[config.mk]
export PLATFORM = sky130hd
export DESIGN_NAME = fetch_queue_flat
export DESIGN_NICKNAME = d
export VERILOG_FILES = /design/src/rtl/fetch_queue_if.sv /design/src/rtl/fetch_queue.sv /design/src/flat_wrapper.sv
export SDC_FILE = /design/constraint.sdc
export NUM_CORES = 1
export LEC_CHECK = 0
export BUFFER_PORTS_ARGS = -buffer_cell sky130_fd_sc_hd__buf_2
export CORE_ASPECT_RATIO = 1.25
export CORE_UTILIZATION = 55
export CTS_BUF_LIST = sky130_fd_sc_hd__clkbuf_16
export DETAILED_ROUTE_END_ITERATION = 6
export PLACE_DENSITY = 0.73
export SLEW_MARGIN = 10
export SYNTH_ARGS = -nofsm -noshare
export SYNTH_HDL_FRONTEND = slang
export SYNTH_SLANG_ARGS = --single-unit
[constraint.sdc]
create_clock -name clk -period 4 [get_ports clk]
set_input_delay 0.2 -clock clk [delete_from_list [all_inputs] [get_ports clk]]
set_output_delay 0.2 -clock clk [all_outputs]
set_load 0.02 [all_outputs]
[src/rtl/fetch_queue_if.sv]
// Handshake bundle between the fetch queue, instruction memory and the IF/ID side.
// DEPTH only sizes out_count and must match the fetch_queue instance.
interface fetch_queue_if #(
  parameter int DEPTH = 4
);
  localparam int CW = $clog2(DEPTH) + 1;

  logic [31:0]   out_imem_pc;
  logic          out_imem_req;
  logic [31:0]   in_imem_inst;
  logic          in_ctrl_redirect;
  logic [31:0]   in_redirect_pc;
  logic          in_ctrl_stall;
  logic          out_valid;
  logic [31:0]   out_pc;
  logic [31:0]   out_inst;
  logic [CW-1:0] out_count;

  modport master (
    output out_imem_pc, out_imem_req,
    input  in_imem_inst,
    input  in_ctrl_redirect, in_redirect_pc, in_ctrl_stall,
    output out_valid, out_pc, out_inst, out_count
  );

  modport slave (
    input  out_imem_pc, out_imem_req,
    output in_imem_inst,
    output in_ctrl_redirect, in_redirect_pc, in_ctrl_stall,
    input  out_valid, out_pc, out_inst, out_count
  );
endinterface

[src/rtl/fetch_queue.sv]
// Instruction-fetch front end: owns the fetch PC, issues to a 1-cycle imem and
// buffers returned words with their PCs in a small prefetch FIFO.
module fetch_queue #(
  parameter int          DEPTH    = 4,
  parameter logic [31:0] RESET_PC = 32'h0000_0000,
  parameter logic [31:0] PC_STEP  = 32'd1
) (
  input logic           clk,
  input logic           rst_n,
  fetch_queue_if.master fq
);
  localparam int AW = $clog2(DEPTH);
  localparam int CW = AW + 1;

  logic [31:0]   fetch_pc;
  logic [31:0]   pending_pc;
  logic          pending;
  logic [AW-1:0] wr_ptr;
  logic [AW-1:0] rd_ptr;
  logic [CW-1:0] count;
  logic [31:0]   pc_q   [DEPTH];
  logic [31:0]   inst_q [DEPTH];

  logic issue;
  logic enq;
  logic deq;
  logic empty;

  assign empty = (count == '0);

  // Reserving a slot for the in-flight fetch keeps the response write from
  // ever overflowing; a same-cycle dequeue is deliberately not counted.
  assign issue = rst_n & ~fq.in_ctrl_redirect &
                 ((count + CW'(pending)) < CW'(DEPTH));
  assign enq   = pending & ~fq.in_ctrl_redirect;
  assign deq   = ~empty & ~fq.in_ctrl_stall & ~fq.in_ctrl_redirect;

  always_ff @(posedge clk) begin
    if (!rst_n) begin
      fetch_pc   <= RESET_PC;
      pending_pc <= '0;
      pending    <= 1'b0;
      wr_ptr     <= '0;
      rd_ptr     <= '0;
      count      <= '0;
    end else if (fq.in_ctrl_redirect) begin
      fetch_pc <= fq.in_redirect_pc;
      pending  <= 1'b0;
      wr_ptr   <= '0;
      rd_ptr   <= '0;
      count    <= '0;
    end else begin
      pending <= issue;
      if (issue) begin
        pending_pc <= fetch_pc;
        fetch_pc   <= fetch_pc + PC_STEP;
      end
      if (enq) wr_ptr <= wr_ptr + 1'b1;
      if (deq) rd_ptr <= rd_ptr + 1'b1;
      case ({enq, deq})
        2'b10:   count <= count + CW'(1);
        2'b01:   count <= count - CW'(1);
        default: count <= count;
      endcase
    end
  end

  always_ff @(posedge clk) begin
    if (rst_n && enq) begin
      pc_q[wr_ptr]   <= pending_pc;
      inst_q[wr_ptr] <= fq.in_imem_inst;
    end
  end

  assign fq.out_imem_pc  = fetch_pc;
  assign fq.out_imem_req = issue;
  assign fq.out_valid    = ~empty;
  assign fq.out_pc       = empty ? 32'h0 : pc_q[rd_ptr];
  assign fq.out_inst     = empty ? 32'h0 : inst_q[rd_ptr];
  assign fq.out_count    = count;
endmodule

[src/flat_wrapper.sv]
// flat-port wrapper written by rule: the top's interface ports become plain ports
module fetch_queue_flat 
#(
  parameter int          DEPTH    = 4,
  parameter logic [31:0] RESET_PC = 32'h0000_0000,
  parameter logic [31:0] PC_STEP  = 32'd1
)
  (clk, rst_n, fq_out_imem_pc, fq_out_imem_req, fq_in_imem_inst, fq_in_ctrl_redirect, fq_in_redirect_pc, fq_in_ctrl_stall, fq_out_valid, fq_out_pc, fq_out_inst, fq_out_count);
  fetch_queue_if #(.DEPTH(DEPTH)) fq_i ();
  input logic clk;
  input logic rst_n;
  output wire logic [$bits(fq_i.out_imem_pc)-1:0] fq_out_imem_pc;
  output wire logic [$bits(fq_i.out_imem_req)-1:0] fq_out_imem_req;
  input wire logic [$bits(fq_i.in_imem_inst)-1:0] fq_in_imem_inst;
  input wire logic [$bits(fq_i.in_ctrl_redirect)-1:0] fq_in_ctrl_redirect;
  input wire logic [$bits(fq_i.in_redirect_pc)-1:0] fq_in_redirect_pc;
  input wire logic [$bits(fq_i.in_ctrl_stall)-1:0] fq_in_ctrl_stall;
  output wire logic [$bits(fq_i.out_valid)-1:0] fq_out_valid;
  output wire logic [$bits(fq_i.out_pc)-1:0] fq_out_pc;
  output wire logic [$bits(fq_i.out_inst)-1:0] fq_out_inst;
  output wire logic [$bits(fq_i.out_count)-1:0] fq_out_count;
  assign fq_out_imem_pc = fq_i.out_imem_pc;
  assign fq_out_imem_req = fq_i.out_imem_req;
  assign fq_i.in_imem_inst = fq_in_imem_inst;
  assign fq_i.in_ctrl_redirect = fq_in_ctrl_redirect;
  assign fq_i.in_redirect_pc = fq_in_redirect_pc;
  assign fq_i.in_ctrl_stall = fq_in_ctrl_stall;
  assign fq_out_valid = fq_i.out_valid;
  assign fq_out_pc = fq_i.out_pc;
  assign fq_out_inst = fq_i.out_inst;
  assign fq_out_count = fq_i.out_count;
  fetch_queue #(.DEPTH(DEPTH), .RESET_PC(RESET_PC), .PC_STEP(PC_STEP)) u_core (.clk(clk), .rst_n(rst_n), .fq(fq_i));
endmodule
==> results of run 1 <==
-- layout make-up --
cell class,instances,area (µm²)
Multi-Input combinational cell,434,3737
Clock buffer,31,775.7
Tap cell,292,365.4
Clock inverter,24,210.2
Sequential cell,330,9176
Timing Repair Buffer,237,1516
Inverter,13,48.80
Fill cell,1626,7818
-- stage by stage --
stage | utilization | power, mW | instance area, µm²
detailed placement | 0.6011 | 4.148 | 14210
CTS | 0.6694 | 7.004 | 15830
floorplan | - | 4.021 | 13190
finish | 0.6694 | 6.969 | 15830
global route | 0.6694 | 7.190 | 15830
global placement | 0.6011 | 4.140 | 14210
-- metal layers --
layer | share of wire | vias to the layer above
met3 | 0.051 | 39
met1 | 0.44 | 3959
met2 | 0.49 | 257
li1 | - | 3604
met4 | 0.022 | 0
met5 | 0 | -
-- cells in the final DEF (no fill, tap or decap), types with 5 or more instances in the layout --
master and instances:
nand3_1 39, clkbuf_16 31, xnor2_1 17, xor2_1 5, and2_1 67, buf_2 168
mux4_2 64, clkinv_2 8, and3_1 9, o22ai_1 7, inv_1 16, nor2_1 14
o311ai_0 7, edfxtp_1 256, ha_1 6, nand2_1 83, buf_4 6, clkinv_1 6
a21oi_1 31, nor4_2 5, and3_4 5, o21ai_0 13, nand4_1 7, dlygate4sd3_1 63
nor3_1 10, dfxtp_1 72
-- timing repair --
action,in CTS,in global routing
hold endpoints to repair,159,0
hold buffers,63,0
endpoints found under the setup margin,0,0
-- how the worst min path moves through the flow --
| stage | end | slack, ns | depth (start not counted) |
|---|---|---|---|
| 2_1_floorplan | u_core.inst_q[0][0] | 0.30 | 0 |
| 3_3_place_gp | u_core.inst_q[0][3] | 0.41 | 1 |
| 3_5_place_dp | u_core.inst_q[0][6] | 0.42 | 1 |
| 4_1_cts | u_core.fq.out_imem_pc[29] | 0.04 | 4 |
| 5_1_grt | u_core.fq.out_imem_pc[29] | 0.08 | 4 |
| 6_report | u_core.fq.out_imem_pc[29] | 0.07 | 4 |
-- critical path: stages, from the launching register on --
cell     delay [ns]
dfxtp_4        0.60
buf_4          0.52
mux4_2         0.58
and2_1         0.17
buf_2          0.15
-- flip-flops by register name (all words and copies together) (netlist names), named ones only --
name,flops
u_core.wr_ptr,2
u_core.fq.out_count,3
u_core.fq.out_imem_pc,32
u_core.pending_pc,32
u_core.pc_q,128
u_core.pending,1
u_core.inst_q,128
u_core.rd_ptr,2
-- report_power, final --
part,internal [mW],switching [mW],total [mW],leakage (nW)
sequential,3.74,0.0652,3.80,3.06
clock,1.65,1.19,2.84,0.514
combinational,0.143,0.182,0.326,2.27
total,5.53,1.44,6.97,5.84
-- cell families after synthesis --
group | count (synthesis) | share of synthesized area
fa+ha+maj | 7 | 0.007210
compound gates | 77 | 0.03652
mux | 67 | 0.1119
simple gates | 260 | 0.1088
buf+inv | 64 | 0.02362
flops | 330 | 0.6952
xor+xnor | 23 | 0.01670
==> metrics.cfg, run 1 <==
[outcome]
status = finished clean

[timing]
tightest_slew_ns = 1.044
totalNegativeSetupSlack_ns = 0
finalCriticalPeriod_ns = 2.785
final-max-slew-violation-count = 0
finalSetupViolations = 0
finalCritPeriodShare = 0.6963
finalHoldViolCount = 0
rsz0062_at_grt = false
max_slew_margin = 0.3027
fmax_mhz = 359.1
fin_skew_ns = 0.01482
holdWs_ns = 0.06861
fin_ws_ns = 1.215

[floorplanning]
die_x_um = 140.5
fp.coreArea_um2 = 23650
die_h_um = 175.1
dieArea_um2 = 24610
num_rows = 63
start_util = 0.5577
ios = 169

[yosys]
synth_ff_type = edfxtp_1
yosys-top-cells-area = edfxtp_1 (58%), dfxtp_1 (11%), mux4_2 (11%)
synth-seq-cells = 330
yosysTopAreaCellShare = 0.5829
yosys.cell_count.top_type = edfxtp_1
synth_area_um2 = 13190
yosys_warnings = 0
synth-seq-area-share = 0.6952
synth_top_area_cell = edfxtp_1
avgSynthCellArea_um2 = 15.93
synth_cell_type_count = 58
synth_nets = 903
syn_inst = 828
synth_common_cells = edfxtp_1 (256), nand2_1 (83), dfxtp_1 (74)
synth-async-reset-ratio = 0
synth_edf_count = 256

[worst_setup_path]
r2r_cells = 8
rrSetupSlack_ns = 1.77
crit_type = flip-flop to output pin
crit_path_end_kind = output pin
critPathMaxFanout = 25
cp.arrival_ns = 2.59
r2r-end = u_core.fq.out_count[2]
startpoint_type = flip-flop
timing.rr.start = u_core.fq.out_count[2]
cp_data_required_time_ns = 3.80
crit_end = fq_out_pc[3]

[route]
drt_iter0_drc = 514
antenna_left = 0
drc = 0
wl_mm = 26.89
dr.pass1.iters = 7
route.detailed.wl_per_inst_um = 19.76
num_vias = 7859
vias_per_cell = 5.774

[global_route]
grt-busiest-layer = met2
antenna_found_initial = 0
grt_pass1_wl_mm = 42.60
grt_pass1_vias = 7955
use_met3 = 0.03234
grt_usage = 0.2226
grt_max_degree = 66
overflow = 0
grtUsageMet1 = 0.3046
gr-usage-met2 = 0.3738

[clocking]
cts_tree = built
numCtsBuffers = 31
clock_sinks = 330
cts_max_level = 1
cts_buffer_depth = 3
post_cts_buffers = 0
clk_latency_ns = 0.55
clkTransAtPathRegs_ns = 0.06
ctsResizeCount = 0
cts_root_buffer = clkbuf_16

[layout]
nets = 1122
antenna_cells = 0
fin_cells = 1361
syn2layout_area_growth_pct = 20.03
drive_gt1_frac = 0.2872

[placement]
portBuffers = 168
hpwl_mm = 14.99
place.gp.congestion = 0.7954
pre_cts_ws_ns = 1.663
dp_cells = 1243

[power_and_ir_drop]
peakVddDrop_v = 0.0002889
p_per_area_nw_per_um2 = 440.3
p_leak_nw = 5.838

[worst_hold_path]
timing.hold.worst.class = primary input to flip-flop
hp-start = fq_in_redirect_pc[29]

[run]
cap_viol_max_count = 0

Note: power is estimated with default switching activity, not from simulation.
==> run 2: changes to the inputs <==
CORE_UTILIZATION = 52   (was 55)
clock period = 2.54 ns   (was 4 ns; I/O delays follow)
==> metrics.cfg, run 2 (synthesis gave the netlist of run 1 again) <==
[layout]
seq_area_um2 = 9176
final_cell_mix = edfxtp_1 (256), buf_2 (168), nand2_1 (83), dfxtp_1 (72), dlygate4sd3_1 (70)
antenna_cells = 0
multi_input_area_um2 = 3737
fill_cells = 1757
fin_cells = 1436
syn2layout_area_growth_pct = 23.57
drive_gt1_frac = 0.3038
reg_top3 = u_core.inst_q: 128 flops, u_core.pc_q: 128 flops
nets = 1156
final_common_cell = edfxtp_1

[placement]
hpwl_mm = 16.85
dp_cells = 1297
portBuffers = 168
place.gp.congestion = 0.8449

[worst_setup_path]
r2r_cells = 6
critPathMaxFanout = 48
crit_type = flip-flop to output pin
cp.arrival_ns = 2.21
rrSetupSlack_ns = 0.31
timing.rr.start = u_core.pending
r2r-end = u_core.fq.out_imem_pc[0]
cp_data_required_time_ns = 2.41
crit_path_end_kind = output pin
startpoint_type = flip-flop

[worst_hold_path]
holdPathEnd = u_core.fq.out_imem_pc[5]
hp-start = fq_in_ctrl_redirect
timing.hold.worst.class = primary input to flip-flop
hold_depth = 3

[clocking]
cts_root_buffer = clkbuf_16
cts_tree = built
clk_latency_ns = 0.55
numCtsBuffers = 31
cts_buffer_depth = 3
clock_sinks = 330
clkTransAtPathRegs_ns = 0.06
cts_max_level = 1

[route]
antenna_left = 0
dr.pass1.iters = 5
met1_length_mm = 11.43
wl_met3_mm = 1.666
route.detailed.wl_per_inst_um = 19.36
vias_per_cell = 5.585
top_layer = met4
wl_mm = 27.80
drc = 0
wl_met2_mm = 14.16
num_vias = 8020
drt_iter0_drc = 452

[timing]
finalHoldViolCount = 0
finalSetupViolations = 0
tightest_slew_ns = 0.5719
fin_skew_ns = 0.01429
finalCritPeriodShare = 0.9212
fmax_mhz = 427.4
totalNegativeSetupSlack_ns = 0
rsz0062_at_grt = false
finalCriticalPeriod_ns = 2.340
final-max-slew-violation-count = 0
max_slew_margin = 0.6160

[floorplanning]
die_h_um = 180.1
num_rows = 64
start_util = 0.5348
die_x_um = 144.4
dieArea_um2 = 26010
ios = 169
fp.coreArea_um2 = 24660

[global_route]
grt_pass1_vias = 8137
grt_pass1_wl_mm = 43.84
overflow = 0
grt_usage = 0.2202
grt_max_degree = 65
antenna_found_initial = 0

[outcome]
status = finished clean

[power_and_ir_drop]
p_per_area_nw_per_um2 = 674.0
peakVddDrop_v = 0.0004840
p_leak_nw = 6.057

[run]
cap_viol_max_count = 0

==> run 2: changes by cell type in the layout (fill, tap and decap cells not counted) <==
cell,before,now
inv_2,2,5
clkinv_2,8,5
clkinv_1,6,5
buf_12,0,11
inv_6,0,2
clkinvlp_2,0,1
clkinv_4,1,0
dlygate4sd3_1,63,70
buf_4,6,22
clkbuf_16,31,32
inv_1,16,18
bufinv_16,4,3
==> run 2: worst max path at each step <==
stage	from	end	slack [ns]	cells after the start
6_report	u_core.fq.out_count[2]	fq_out_inst[9]	0.20	5
5_1_grt	u_core.fq.out_count[2]	fq_out_pc[6]	0.02	5
4_1_cts	flip-flop	fq_out_pc[5]	0.04	4
3_5_place_dp	u_core.fq.out_count[2]	u_core.fq.out_count[2]	0.36	8
3_3_place_gp	u_core.fq.out_count[2]	u_core.fq.out_count[2]	0.42	8
2_1_floorplan	u_core.fq.out_count[2]	u_core.fq.out_count[2]	0.39	9
==> run 2: what timing repair did <==
| action | CTS | global route |
|---|---|---|
| buffers inserted | 0 | 11 |
| hold endpoints to repair | 163 | 0 |
| setup endpoints to repair | 0 | 6 |
| hold buffers | 70 | 0 |
| resized for setup | 0 | 0 |
==> run 2: metal layers <==
| metal | up-vias | GRT usage |
|---|---|---|
| met2 | 296 | 0.3735 |
| met4 | 0 | 0.06863 |
| li1 | 3685 | - |
| met5 | - | 0 |
| met1 | 3997 | 0.2930 |
| met3 | 42 | 0.03056 |
==> run 2: area by class of cell <==
class                   instances  share of cell area
multi-input cells             434              0.2293
repair buffers                271              0.1182
clock buffers                  32             0.04914
well taps                     330             0.02534
flip-flops and latches        330              0.5631
clock inverters                26             0.01190
inverters                      13            0.002994
==> run 2: power by group <==
| part | total [mW] | internal, mW | switching (mW) |
|---|---|---|---|
| clock | 4.46 | 2.58 | 1.88 |
| sequential | 5.98 | 5.88 | 0.102 |
| combinational | 0.543 | 0.248 | 0.294 |
| total | 11.0 | 8.71 | 2.28 |
==> run 2: stage by stage <==
stage | power (mW) | cell area, µm² | setup WS (ns) | utilization | hold WS, ns
after floorplan | 6.331 | 13190 | 0.3897 | - | 0.2259
after global placement | 6.536 | 14520 | 0.4217 | 0.5887 | 0.3416
after detailed placement | 6.546 | 14520 | 0.3579 | 0.5887 | 0.3428
after CTS | 11.05 | 16210 | 0.04482 | 0.6574 | 0.0004274
after global routing | 11.32 | 16300 | 0.01878 | 0.6608 | 0.03711
final | 10.98 | 16300 | 0.2002 | 0.6608 | 0.02406
==> run 2: worst max-delay path: stages, from the launching register on <==
cell     delay, ns
dfxtp_1       0.57
nor3_1        0.15
inv_2         0.33
buf_12        0.25
and2_1        0.17
buf_2         0.17
==> run 3: changes to the inputs <==
ABC_AREA = 1   (was default)
PLACE_DENSITY = 0.72   (was 0.73)
==> metrics.cfg, run 3 <==
[outcome]
status = finished clean

[route]
num_vias = 10300
wl_mm = 32.16
drc = 0
met1_length_mm = 13.01
dr.pass1.iters = 5
top_layer = met4
vias_per_cell = 5.331
wl_met3_mm = 1.888
route.detailed.wl_per_inst_um = 16.65
wl_met2_mm = 16.36
drt_iter0_drc = 743
antenna_left = 0

[layout]
fin_util = 0.6403
reg_top3 = u_core.inst_q: 128 flops, u_core.pc_q: 128 flops
fill_cells = 2080
syn2layout_area_growth_pct = 20.80
final_common_cell = nor2_1
antenna_cells = 0
drive_gt1_frac = 0.1677
final_cell_mix = nor2_1 (302), edfxtp_1 (256), o21ai_0 (174), buf_2 (168), nand2_1 (166)
nets = 1643

[timing]
fin_skew_ns = 0.01644
tightest_slew_ns = 0.8433
max_slew_margin = 0.4378
fmax_mhz = 411.9
holdWs_ns = 0.02315
finalCritPeriodShare = 0.9558
finalCriticalPeriod_ns = 2.428
final-max-slew-violation-count = 0
finalHoldViolCount = 0
finalSetupViolations = 0
rsz0062_at_grt = false

[power_and_ir_drop]
seq_power_share = 0.541
p_comb_frac = 0.058
p_per_area_nw_per_um2 = 663.9
p_leak_nw = 6.417
p_int_mw = 8.648
p_sw_mw = 2.409
peakVddDrop_v = 0.0004913
netSwitchingFraction = 0.2179
p_clk_frac = 0.401

[yosys]
synth_edf_count = 256
synth-seq-cells = 330
yosysTopAreaCellShare = 0.5576
synth_area_um2 = 13790
avgSynthCellArea_um2 = 10.17
yosys_warnings = 0
synth-seq-area-share = 0.6650
synth.area.mux_share = 0
synth_cell_type_count = 35
yosys-top-cells-area = edfxtp_1 (56%), dfxtp_1 (11%), nor2_1 (8.3%)
synth_nets = 1430
synth_top_family_by_area = simple AND/OR/NAND/NOR gates
synth-async-reset-ratio = 0
yosys.cell_count.top_type = nor2_1
synth_common_cells = nor2_1 (306), edfxtp_1 (256), o21ai_0 (174)
synth_ff_type = edfxtp_1
yosys.area_share.simple = 0.1779
synth_compound_area_frac = 0.1016
synthAdderAreaFrac = 0.006897
synth_top_area_cell = edfxtp_1
syn_inst = 1355
synth_xor_area_frac = 0.003176

[global_route]
antenna_found_initial = 0
grt_pass1_vias = 9913
grt_pass1_wl_mm = 50.28
grt_usage = 0.2356
grt_max_degree = 117
overflow = 0

[worst_setup_path]
crit_path_cell_trace = nor3_2 -> buf_4 -> a21oi_1 -> buf_2
max_stage_delay_ns = 0.68
startpoint_type = flip-flop
path_buf_inv = 2
cp_slowest_cell = buf_4
cp.arrival_ns = 2.30
crit_type = flip-flop to output pin
cp_data_required_time_ns = 2.41
crit_family = buffers and inverters
critPathMaxFanout = 66
crit_path_end_kind = output pin

[clocking]
numCtsBuffers = 30
cts_root_buffer = clkbuf_16
cts_buffer_depth = 3
clkTransAtPathRegs_ns = 0.06
cts_tree = built
clock_sinks = 330
cts_max_level = 1
post_cts_buffers = 0
clk_latency_ns = 0.55

[placement]
place.gp.congestion = 0.8688
portBuffers = 168
hpwl_mm = 19.61

[floorplanning]
start_util = 0.5300
fp.coreArea_um2 = 26010
dieArea_um2 = 27170
die_x_um = 147.6
ios = 169
num_rows = 66
die_h_um = 184.1

[run]
cap_viol_max_count = 0

[worst_hold_path]
timing.hold.worst.class = primary input to flip-flop

==> run 3: worst min-delay path, stage by stage <==
cell and delay [ns]:
buf_2 0.14, inv_4 0.09, nor2_8 0.06, o21ai_0 0.07, a21oi_1 0.04
==> run 3: final cells by class <==
type | count | area [µm²] | area share
Tap cell | 340 | 425.4 | 0.02554
Multi-Input combinational cell | 876 | 4030 | 0.2420
Timing Repair Buffer | 252 | 1754 | 0.1053
Inverter | 78 | 296.5 | 0.01780
Clock inverter | 25 | 198.9 | 0.01195
Sequential cell | 330 | 9174 | 0.5508
Clock buffer | 31 | 775.7 | 0.04658
==> run 3: timing repair <==
| item | CTS | global route |
|---|---|---|
| setup endpoints to repair | 0 | 5 |
| gates resized for setup | 0 | 2 |
| endpoints found under the hold margin | 164 | 0 |
| hold buffers | 65 | 0 |
==> run 3: per-layer routing <==
layer | GRT usage | vias to the layer above
met4 | 0.09031 | 0
met2 | 0.4168 | 355
met5 | 0 | -
met3 | 0.02829 | 55
li1 | - | 5034
met1 | 0.2949 | 4856
==> run 3: final timing paths <==
kind | to | slack, ns | startpoint | cells after the start
worst max-delay path | fq_out_pc[25] | 0.11 | u_core.fq.out_count[0] | 4
worst min register to register | flip-flop | 0.47 | u_core.rd_ptr[1] | 2
worst min-delay path | u_core.fq.out_count[2] | 0.02 | rst_n | 5
worst max register to register | u_core.fq.out_count[2] | 0.66 | u_core.fq.out_count[0] | 9
==> run 3: power groups by stage <==
stage          Clock (mW)  Combinational [mW]  Sequential (mW)
6_report             4.43               0.645             5.98
5_1_grt              4.70               0.713             5.99
4_1_cts              4.50               0.645             5.98
3_5_place_dp            0               0.565             6.09
3_3_place_gp            0               0.555             6.09
2_1_floorplan           0               0.310             6.10
==> run 3: logic make-up (layout without fill, tap and decap cells) <==
logic type,after synthesis,in the layout
fa+ha+maj,7,7
flops,330,330
compound gates,278,278
simple gates,586,586
xor+xnor,5,5
buf+inv,149,386
==> run 3: stage by stage <==
step / setup slack [ns] / power (mW) / instance area, µm² / instances / setup TNS [ns]
global placement: 0.6970 / 6.644 / 15020 / 1811 / 0
CTS: 0.07948 / 11.12 / 16640 / 1932 / 0
finish: 0.1123 / 11.06 / 16650 / 1932 / 0
global route: 0.001795 / 11.40 / 16650 / 1932 / 0
floorplan: -0.1891 / 6.414 / 13800 / 1355 / -48.41
detailed placement: 0.6514 / 6.658 / 15020 / 1811 / 0
